==> src/rtl/mc_main_ctrl_if.sv <==
// Datapath-facing bundle of the multicycle main control unit.
// The controller uses the master modport and the datapath/memory side uses the slave modport.
interface mc_main_ctrl_if;
  logic [5:0] instr_op_i;
  logic       mem_ready_i;
  logic [2:0] ALUOp_o;
  logic       ALUSrcA_o;
  logic [1:0] ALUSrcB_o;
  logic       IorD_o;
  logic       MemRead_o;
  logic       MemWrite_o;
  logic       IRWrite_o;
  logic       PCWrite_o;
  logic       PCWriteCond_o;
  logic [1:0] PCSource_o;
  logic       RegWrite_o;
  logic       RegDst_o;
  logic       MemtoReg_o;
  logic [3:0] state_o;
  logic       instr_done_o;
  logic       illegal_o;

  modport master (
    input  instr_op_i, mem_ready_i,
    output ALUOp_o, ALUSrcA_o, ALUSrcB_o, IorD_o, MemRead_o, MemWrite_o, IRWrite_o,
           PCWrite_o, PCWriteCond_o, PCSource_o, RegWrite_o, RegDst_o, MemtoReg_o,
           state_o, instr_done_o, illegal_o
  );

  modport slave (
    output instr_op_i, mem_ready_i,
    input  ALUOp_o, ALUSrcA_o, ALUSrcB_o, IorD_o, MemRead_o, MemWrite_o, IRWrite_o,
           PCWrite_o, PCWriteCond_o, PCSource_o, RegWrite_o, RegDst_o, MemtoReg_o,
           state_o, instr_done_o, illegal_o
  );
endinterface

==> src/rtl/mc_main_ctrl.sv <==
// Multicycle MIPS main control: Moore FSM sequencing fetch/decode/execute/memory/write-back,
// with memory-ready stalls. Control word is registered from the next state.
module mc_main_ctrl (
  input  logic          clk_i,
  input  logic          rst_i,
  mc_main_ctrl_if.master bus
);

  typedef enum logic [3:0] {
    StInit   = 4'd0,
    StFetch  = 4'd1,
    StDecode = 4'd2,
    StMemAdr = 4'd3,
    StMemRd  = 4'd4,
    StMemWb  = 4'd5,
    StMemWr  = 4'd6,
    StRExec  = 4'd7,
    StRWb    = 4'd8,
    StBranch = 4'd9,
    StIExec  = 4'd10,
    StIWb    = 4'd11,
    StJump   = 4'd12
  } state_e;

  localparam logic [5:0] OpRType = 6'b000000;
  localparam logic [5:0] OpLw    = 6'b100011;
  localparam logic [5:0] OpSw    = 6'b101011;
  localparam logic [5:0] OpBeq   = 6'b000100;
  localparam logic [5:0] OpAddi  = 6'b001000;
  localparam logic [5:0] OpJ     = 6'b000010;

  localparam logic [2:0] AluAdd   = 3'b100;
  localparam logic [2:0] AluSub   = 3'b101;
  localparam logic [2:0] AluRType = 3'b010;

  typedef struct packed {
    logic [2:0] alu_op;
    logic       alu_src_a;
    logic [1:0] alu_src_b;
    logic       iord;
    logic       mem_read;
    logic       mem_write;
    logic       fetch;       // IRWrite/PCWrite gated by mem_ready
    logic       pc_write;
    logic       pc_write_cond;
    logic [1:0] pc_source;
    logic       reg_write;
    logic       reg_dst;
    logic       mem_to_reg;
    logic       done;
  } ctrl_t;

  localparam ctrl_t CtrlIdle = '{alu_op: AluAdd, default: '0};

  state_e state_q, state_d;
  ctrl_t  ctrl_q;
  logic   op_legal;

  function automatic ctrl_t moore_ctrl(state_e s);
    ctrl_t c;
    c = CtrlIdle;
    case (s)
      StFetch: begin
        c.mem_read  = 1'b1;
        c.alu_src_b = 2'b01;
        c.fetch     = 1'b1;
      end
      StDecode: c.alu_src_b = 2'b11;
      StMemAdr: begin
        c.alu_src_a = 1'b1;
        c.alu_src_b = 2'b10;
      end
      StMemRd: begin
        c.mem_read = 1'b1;
        c.iord     = 1'b1;
      end
      StMemWb: begin
        c.reg_write  = 1'b1;
        c.mem_to_reg = 1'b1;
        c.done       = 1'b1;
      end
      StMemWr: begin
        c.mem_write = 1'b1;
        c.iord      = 1'b1;
      end
      StRExec: begin
        c.alu_src_a = 1'b1;
        c.alu_op    = AluRType;
      end
      StRWb: begin
        c.reg_write = 1'b1;
        c.reg_dst   = 1'b1;
        c.done      = 1'b1;
      end
      StBranch: begin
        c.alu_src_a     = 1'b1;
        c.alu_op        = AluSub;
        c.pc_write_cond = 1'b1;
        c.pc_source     = 2'b01;
        c.done          = 1'b1;
      end
      StIExec: begin
        c.alu_src_a = 1'b1;
        c.alu_src_b = 2'b10;
      end
      StIWb: begin
        c.reg_write = 1'b1;
        c.done      = 1'b1;
      end
      StJump: begin
        c.pc_write  = 1'b1;
        c.pc_source = 2'b10;
        c.done      = 1'b1;
      end
      default: c = CtrlIdle;
    endcase
    return c;
  endfunction

  always_comb begin
    op_legal = 1'b0;
    case (bus.instr_op_i)
      OpRType, OpLw, OpSw, OpBeq, OpAddi, OpJ: op_legal = 1'b1;
      default:                                 op_legal = 1'b0;
    endcase
  end

  always_comb begin
    state_d = state_q;
    case (state_q)
      StInit:   state_d = StFetch;
      StFetch:  state_d = bus.mem_ready_i ? StDecode : StFetch;
      StDecode: begin
        case (bus.instr_op_i)
          OpRType:    state_d = StRExec;
          OpLw, OpSw: state_d = StMemAdr;
          OpBeq:      state_d = StBranch;
          OpAddi:     state_d = StIExec;
          OpJ:        state_d = StJump;
          default:    state_d = StFetch;
        endcase
      end
      StMemAdr: state_d = (bus.instr_op_i == OpLw) ? StMemRd : StMemWr;
      StMemRd:  state_d = bus.mem_ready_i ? StMemWb : StMemRd;
      StMemWb:  state_d = StFetch;
      StMemWr:  state_d = bus.mem_ready_i ? StFetch : StMemWr;
      StRExec:  state_d = StRWb;
      StRWb:    state_d = StFetch;
      StBranch: state_d = StFetch;
      StIExec:  state_d = StIWb;
      StIWb:    state_d = StFetch;
      StJump:   state_d = StFetch;
      default:  state_d = StInit;
    endcase
  end

  always_ff @(posedge clk_i or negedge rst_i) begin
    if (!rst_i) begin
      state_q <= StInit;
      ctrl_q  <= CtrlIdle;
    end else begin
      state_q <= state_d;
      ctrl_q  <= moore_ctrl(state_d);
    end
  end

  assign bus.ALUOp_o       = ctrl_q.alu_op;
  assign bus.ALUSrcA_o     = ctrl_q.alu_src_a;
  assign bus.ALUSrcB_o     = ctrl_q.alu_src_b;
  assign bus.IorD_o        = ctrl_q.iord;
  assign bus.MemRead_o     = ctrl_q.mem_read;
  assign bus.MemWrite_o    = ctrl_q.mem_write;
  assign bus.IRWrite_o     = ctrl_q.fetch & bus.mem_ready_i;
  assign bus.PCWrite_o     = ctrl_q.pc_write | (ctrl_q.fetch & bus.mem_ready_i);
  assign bus.PCWriteCond_o = ctrl_q.pc_write_cond;
  assign bus.PCSource_o    = ctrl_q.pc_source;
  assign bus.RegWrite_o    = ctrl_q.reg_write;
  assign bus.RegDst_o      = ctrl_q.reg_dst;
  assign bus.MemtoReg_o    = ctrl_q.mem_to_reg;
  assign bus.state_o       = state_q;
  // A store retires in the cycle its write completes.
  assign bus.instr_done_o  = ctrl_q.done | (ctrl_q.mem_write & bus.mem_ready_i);
  assign bus.illegal_o     = (state_q == StDecode) & ~op_legal;

endmodule

==> src/flat_wrapper.sv <==
// flat-port wrapper written by rule: the top's interface ports become plain ports
module mc_main_ctrl_flat 
  (clk_i, rst_i, bus_instr_op_i, bus_mem_ready_i, bus_ALUOp_o, bus_ALUSrcA_o, bus_ALUSrcB_o, bus_IorD_o, bus_MemRead_o, bus_MemWrite_o, bus_IRWrite_o, bus_PCWrite_o, bus_PCWriteCond_o, bus_PCSource_o, bus_RegWrite_o, bus_RegDst_o, bus_MemtoReg_o, bus_state_o, bus_instr_done_o, bus_illegal_o);
  mc_main_ctrl_if bus_i ();
  input  logic clk_i;
  input  logic rst_i;
  input wire logic [$bits(bus_i.instr_op_i)-1:0] bus_instr_op_i;
  input wire logic [$bits(bus_i.mem_ready_i)-1:0] bus_mem_ready_i;
  output wire logic [$bits(bus_i.ALUOp_o)-1:0] bus_ALUOp_o;
  output wire logic [$bits(bus_i.ALUSrcA_o)-1:0] bus_ALUSrcA_o;
  output wire logic [$bits(bus_i.ALUSrcB_o)-1:0] bus_ALUSrcB_o;
  output wire logic [$bits(bus_i.IorD_o)-1:0] bus_IorD_o;
  output wire logic [$bits(bus_i.MemRead_o)-1:0] bus_MemRead_o;
  output wire logic [$bits(bus_i.MemWrite_o)-1:0] bus_MemWrite_o;
  output wire logic [$bits(bus_i.IRWrite_o)-1:0] bus_IRWrite_o;
  output wire logic [$bits(bus_i.PCWrite_o)-1:0] bus_PCWrite_o;
  output wire logic [$bits(bus_i.PCWriteCond_o)-1:0] bus_PCWriteCond_o;
  output wire logic [$bits(bus_i.PCSource_o)-1:0] bus_PCSource_o;
  output wire logic [$bits(bus_i.RegWrite_o)-1:0] bus_RegWrite_o;
  output wire logic [$bits(bus_i.RegDst_o)-1:0] bus_RegDst_o;
  output wire logic [$bits(bus_i.MemtoReg_o)-1:0] bus_MemtoReg_o;
  output wire logic [$bits(bus_i.state_o)-1:0] bus_state_o;
  output wire logic [$bits(bus_i.instr_done_o)-1:0] bus_instr_done_o;
  output wire logic [$bits(bus_i.illegal_o)-1:0] bus_illegal_o;
  assign bus_i.instr_op_i = bus_instr_op_i;
  assign bus_i.mem_ready_i = bus_mem_ready_i;
  assign bus_ALUOp_o = bus_i.ALUOp_o;
  assign bus_ALUSrcA_o = bus_i.ALUSrcA_o;
  assign bus_ALUSrcB_o = bus_i.ALUSrcB_o;
  assign bus_IorD_o = bus_i.IorD_o;
  assign bus_MemRead_o = bus_i.MemRead_o;
  assign bus_MemWrite_o = bus_i.MemWrite_o;
  assign bus_IRWrite_o = bus_i.IRWrite_o;
  assign bus_PCWrite_o = bus_i.PCWrite_o;
  assign bus_PCWriteCond_o = bus_i.PCWriteCond_o;
  assign bus_PCSource_o = bus_i.PCSource_o;
  assign bus_RegWrite_o = bus_i.RegWrite_o;
  assign bus_RegDst_o = bus_i.RegDst_o;
  assign bus_MemtoReg_o = bus_i.MemtoReg_o;
  assign bus_state_o = bus_i.state_o;
  assign bus_instr_done_o = bus_i.instr_done_o;
  assign bus_illegal_o = bus_i.illegal_o;
  mc_main_ctrl u_core (.clk_i(clk_i), .rst_i(rst_i), .bus(bus_i));
endmodule
==> config.mk <==
export PLATFORM = sky130hd
export DESIGN_NAME = mc_main_ctrl_flat
export DESIGN_NICKNAME = d
export VERILOG_FILES = /design/src/rtl/mc_main_ctrl_if.sv /design/src/rtl/mc_main_ctrl.sv /design/src/flat_wrapper.sv
export SDC_FILE = /design/constraint.sdc
export NUM_CORES = 1
export LEC_CHECK = 0
export BUFFER_PORTS_ARGS = -buffer_cell sky130_fd_sc_hd__buf_2
export CAP_MARGIN = 40
export CORE_AREA = 2 2 65 67
export CTS_CLUSTER_SIZE = 20
export DETAILED_ROUTE_END_ITERATION = 6
export DIE_AREA = 0 0 67 69
export PLACE_DENSITY = 0.6
export SYNTH_ARGS = -nofsm -noshare
export SYNTH_HDL_FRONTEND = slang
export SYNTH_SLANG_ARGS = --single-unit
==> constraint.sdc <==
create_clock -name clk_i -period 2.54 [get_ports clk_i]
set_input_delay 0.762 -clock clk_i [delete_from_list [all_inputs] [get_ports clk_i]]
set_output_delay 0.762 -clock clk_i [all_outputs]
set_load 0.01 [all_outputs]
Word-level counts from Yosys, hierarchy flattened
Cells that the tools add are included.
- add/sub/neg operators: 0
- multipliers: 0
- div/mod/pow operators: 0
- $lt $le $gt $ge: 0
- equality and inequality tests: 29
- shift operators: 0
- muxes and demuxes: 21
- bitwise operators: 6
- reductions and logical operators: 11
- operators with widths (operator ; number):
    $eq 4x4->1 const B ; 10
    $eq 4x3->1 const B ; 8
    $pmux 4 s8 ; 1
    $pmux 4 s5 ; 1
    $eq 4x2->1 const B ; 4
    $mux 1 ; 13
    $eq 6x6->1 const B ; 2
    $reduce_or 6->1 ; 2
    $eq 4x1->1 const B ; 2
    $reduce_or 2->1 ; 4
    $eq 6x2->1 const B ; 1
    $eq 6x3->1 const B ; 1
    $eq 6x4->1 const B ; 1
    $logic_not 6->1 ; 1
    $pmux 2 s3 ; 1
    $pmux 3 s2 ; 1
    $reduce_or 5->1 ; 1
    $logic_not 4->1 ; 1
    $mux 2 ; 2
    $pmux 2 s2 ; 1
    $reduce_or 4->1 ; 1
    $and 1x1->1 ; 3
    $mux 3 ; 1
    $reduce_or 3->1 ; 1
    2 further kinds ; 3
- register bits: 22
- latch bits: 0
- RAM bits: 0
- memory bits (read-only): 0
- memories: 0

Longest topological paths before layout
- depth in word-level cells: 7
- gate-level depth with buffers: 8
- mapped depth without buffers: 6

Least setup slack after synthesis
Ideal clock, no wire load.
- path kind: in2out
- from: input port bus_instr_op_i[3]
- to: output port bus_illegal_o
- arrival time: 1.618 ns
- path slack: 0.160 ns
- stages: 4
- path buffers: 1
- cell sequence: clkbuf_1 or3_1 nor2_1 nor4_1
- longest elaborated chain between the ends: 5
- RTL lines (item ; line ; text):
    start: declaration ; flat_wrapper.sv:7 ; input wire logic [$bits(bus_i.instr_op_i)-1:0] bus_instr_op_i;
    $eq 6x6->1 (tied with other cells) ; mc_main_ctrl.sv:122 ; case (bus.instr_op_i)
    $reduce_or 6->1 (*) ; mc_main_ctrl.sv:122 ;
    $mux 1 (*) ; mc_main_ctrl.sv:122 ;
    $not 1->1 (*) ; mc_main_ctrl.sv:183 ; assign bus.illegal_o = (state_q == StDecode) & ~op_legal;
    $and 1x1->1 (*) ; mc_main_ctrl.sv:183 ;
    end: declaration ; flat_wrapper.sv:24 ; output wire logic [$bits(bus_i.illegal_o)-1:0] bus_illegal_o;
Mark *: on every way between the ends. The rest lies on a longest branch, timed or not.

Worst setup path in the final report
- from: input port bus_instr_op_i[5]
- to: output port bus_illegal_o
Same word-level chain as after synthesis.

==> flow_metrics.env <==
export IMPL_status="completed"
export IMPL_synth_edf_count=0
export IMPL_initial_utilization_pct=28.8
export IMPL_clk_pin_slew_ns=0.07
export IMPL_critical_path_required_ns=1.78
export IMPL_clk_latency_ns=0.25
export IMPL_period_share_pct=98.4
export IMPL_crit_chain="buf_6, or3_4, nor3b_2, nor2_1, nor2_1, nor4_1, buf_2"
export IMPL_worst_pin_slew_ns=0.474
export IMPL_maxCapViolCount=0
export IMPL_area_growth_pct=22.7
export IMPL_portBuffers=31
export IMPL_p_sw_share_pct=39.4
export IMPL_core_rowCount=23
export IMPL_avgSynthCellArea_um2=9.90
export IMPL_drv_slew=0
export IMPL_p_switching_uw=554
export IMPL_worstSetupEndpointType="output pin"
export IMPL_cellLeakagePower_nw=0.691
export IMPL_ys_types=42
export IMPL_seq_area_um2=527
export IMPL_min_path_type="in2async"
export IMPL_grt_pass1_vias=870
export IMPL_synth_top_area_share_pct=44.3
export IMPL_synthCells=114
export IMPL_start_kind="input port"
export IMPL_gp_congestion=0.849
export IMPL_io_pins=32
export IMPL_antenna_found_initial=0
export IMPL_crit_path_start="bus_instr_op_i[5]"
export IMPL_syn_area_um2=1130
export IMPL_hpwl_mm=1.89
export IMPL_fin_ws_ns=0.0403
export IMPL_track_usage_pct=11.3
export IMPL_cts_tree="yes"
export IMPL_overflow=0
export IMPL_synthTopCellsByArea="dfrtp_1 (44%), buf_4 (5.3%), nor2_1 (3.0%), a21oi_1 (2.7%), nor3b_1 (2.7%)"
export IMPL_vias=938
export IMPL_fmaxAchievable_ghz=0.400
export IMPL_critPathArrivalTime_ns=1.74
export IMPL_syn_nets=123
export IMPL_yosys_warnings=0
export IMPL_path_class="in2out"
export IMPL_hold_viol_final=0
export IMPL_h_tree_depth=1
export IMPL_grt_max_degree=22
export IMPL_coreArea_um2=3910
export IMPL_crit_top_cell="nor2_1"
export IMPL_worstReg2RegEnd="u_core.bus.ALUSrcA_o"
export IMPL_maxSlewHeadroom_pct=68.0
export IMPL_n_antenna_cell=0
export IMPL_ys_seq_area_share_pct=46.7
export IMPL_cpLargestDelayFamily="simple AND/OR/NAND/NOR gates"
export IMPL_grt_pass1_wl_mm=4.11
export IMPL_critPathMaxFanout=4
export IMPL_wl_mm=2.49
export IMPL_numCtsBuffers=3
export IMPL_multi_input_area_um2=500
export IMPL_crit_buf_inv=2
export IMPL_regToRegStartpoint="u_core.bus.state_o[0]"
export IMPL_p_int_uw=851
export IMPL_power_density_nw_per_um2=1010
export IMPL_setup_violations=0
export IMPL_reg2reg_slack_ns=0.48
export IMPL_die_area_um2=4620
export IMPL_cts_root_buffer="clkbuf_8"
export IMPL_wl_per_cell_um=13.0
export IMPL_ant_nets=0
export IMPL_drt_iter0_markers=27
export IMPL_drt_first_pass_iters=4
export IMPL_synth_top_cell_by_area="dfrtp_1"
export IMPL_clkPwrFrac_pct=14.9
export IMPL_sequentialPowerShare_pct=32.6
export IMPL_cts_hold_buffers=0
export IMPL_synthFlopType="dfrtp_1"
export IMPL_cpPeakStageDelay_ns=0.39
export IMPL_final_nets=152
export IMPL_drc=0
export IMPL_cts_max_path_buffers=2
export IMPL_rsz0062_at_grt="yes"
export IMPL_reg2reg_depth=5
export IMPL_comb_power_share_pct=52.5
export IMPL_drive_gt1_share_pct=38.7
export IMPL_skew_ns=0.00374
export IMPL_power_mw=1.40
export IMPL_yosys_register_bits=21
export IMPL_die_y_um=69
export IMPL_die_x_um=67
export IMPL_via_per_inst=4.89
export IMPL_placedInstanceArea_um2=1310
export IMPL_period_minus_slack_ns=2.50
export IMPL_peakVddDrop_mv=0.531
export IMPL_cts_sinks=21
export IMPL_pre_cts_ws_ns=-0.0159
export IMPL_num_fill_cells=428
export IMPL_postLayoutCellArea_um2=1390
export IMPL_cp_slowest_cell="or3_4"
export IMPL_synth_async_reset_ratio_pct=100
-- synthesized netlist by cell type (all sizes together), types with 2 or more instances --
library cell,instances
nand3,3
nand2b,2
o21ai,6
buf,12
inv,6
clkbuf,3
or3,2
o2111ai,2
nor2b,3
nor3b,4
xor2,3
nor3,2
nor2,9
nor4,3
dfrtp,20
o32a,2
and2,2
nand2,8
nand4,2
a21oi,6
-- registers in the layout, summed over array words and instances (netlist names), 2 cells and up --
register	count
u_core.bus.state_o	4
u_core.bus.ALUOp_o	3
u_core.bus.ALUSrcB_o	2
u_core.ctrl_q	3
-- kinds of logic after synthesis --
family | count (synthesis) | share of synthesized area (%)
compound gates | 22 | 14.4
xor+xnor | 4 | 3.10
buf+inv | 21 | 10.5
flops | 21 | 46.7
mux | 2 | 2.22
simple gates | 44 | 23.1
-- power by group through the flow --
stage | Combinational, mW | Clock [mW] | Sequential [mW]
2_1_floorplan | 0.515 | 0 | 0.498
6_report | 0.738 | 0.209 | 0.458
5_1_grt | 0.812 | 0.234 | 0.468
3_5_place_dp | 0.738 | 0 | 0.464
3_3_place_gp | 0.724 | 0 | 0.463
4_1_cts | 0.742 | 0.219 | 0.458
-- through the flow --
step                utilization [%]  setup TNS (ns)  hold WS [ns]  std cells
finish                         35.4               0         0.457        192
global route                   35.4         -0.0133         0.479        192
CTS                            34.8               0         0.460        192
detailed placement             33.5         -0.0159         0.606        188
global placement               33.5               0         0.588        188
floorplan                         -               0         0.466        114
-- repair_timing --
item	4_1_cts	5_1_grt
buffers inserted	0	0
endpoints found under the hold margin	0	0
resized for setup	1	5
endpoints found under the setup margin	1	1
-- layout by cell type (no fill, tap or decap), drive strengths merged --
cell,instances
or4b,1
inv,6
nand3,3
and2,2
xnor2,1
nand2b,2
o41ai,1
xor2,3
nand2,8
a21oi,6
nor2,9
mux2i,1
or4,1
nor4,3
o2111ai,2
or2,1
clkbuf,4
nor3,2
a2bb2oi,1
nor3b,4
and3b,1
buf,39
a21o,1
dfstp,1
a2111o,1
o221ai,1
o21ai,6
mux2,1
o22ai,1
dfrtp,20
nand4,2
or3,2
o32a,2
nor2b,3
-- cell type report --
cell class                 count  area share, %
clock buffer                   4           3.25
tap                           50           4.52
inverter                       6           1.63
multi-input combinational     72           36.1
sequential                    21           38.0
timing repair buffer          39           16.4
-- per-layer routing --
layer | vias to the layer above | track usage, % | wire length (um)
met4 | 0 | 2.95 | 39
met5 | - | 0 | 0
met2 | 33 | 18.7 | 1280
met1 | 449 | 14.0 | 1000
met3 | 5 | 3.75 | 178
li1 | 451 | - | -
-- how the worst max path moves through the flow --
stage                                to  depth (start not counted)  slack, ns
after global placement    bus_illegal_o                          7       0.03
after global routing      bus_illegal_o                          7      -0.01
final                     bus_illegal_o                          7       0.04
after CTS                 bus_illegal_o                          7      0.001
after floorplan           bus_illegal_o                          4       0.16
after detailed placement  bus_illegal_o                          7      -0.02
(Power assumes the default switching activity.)
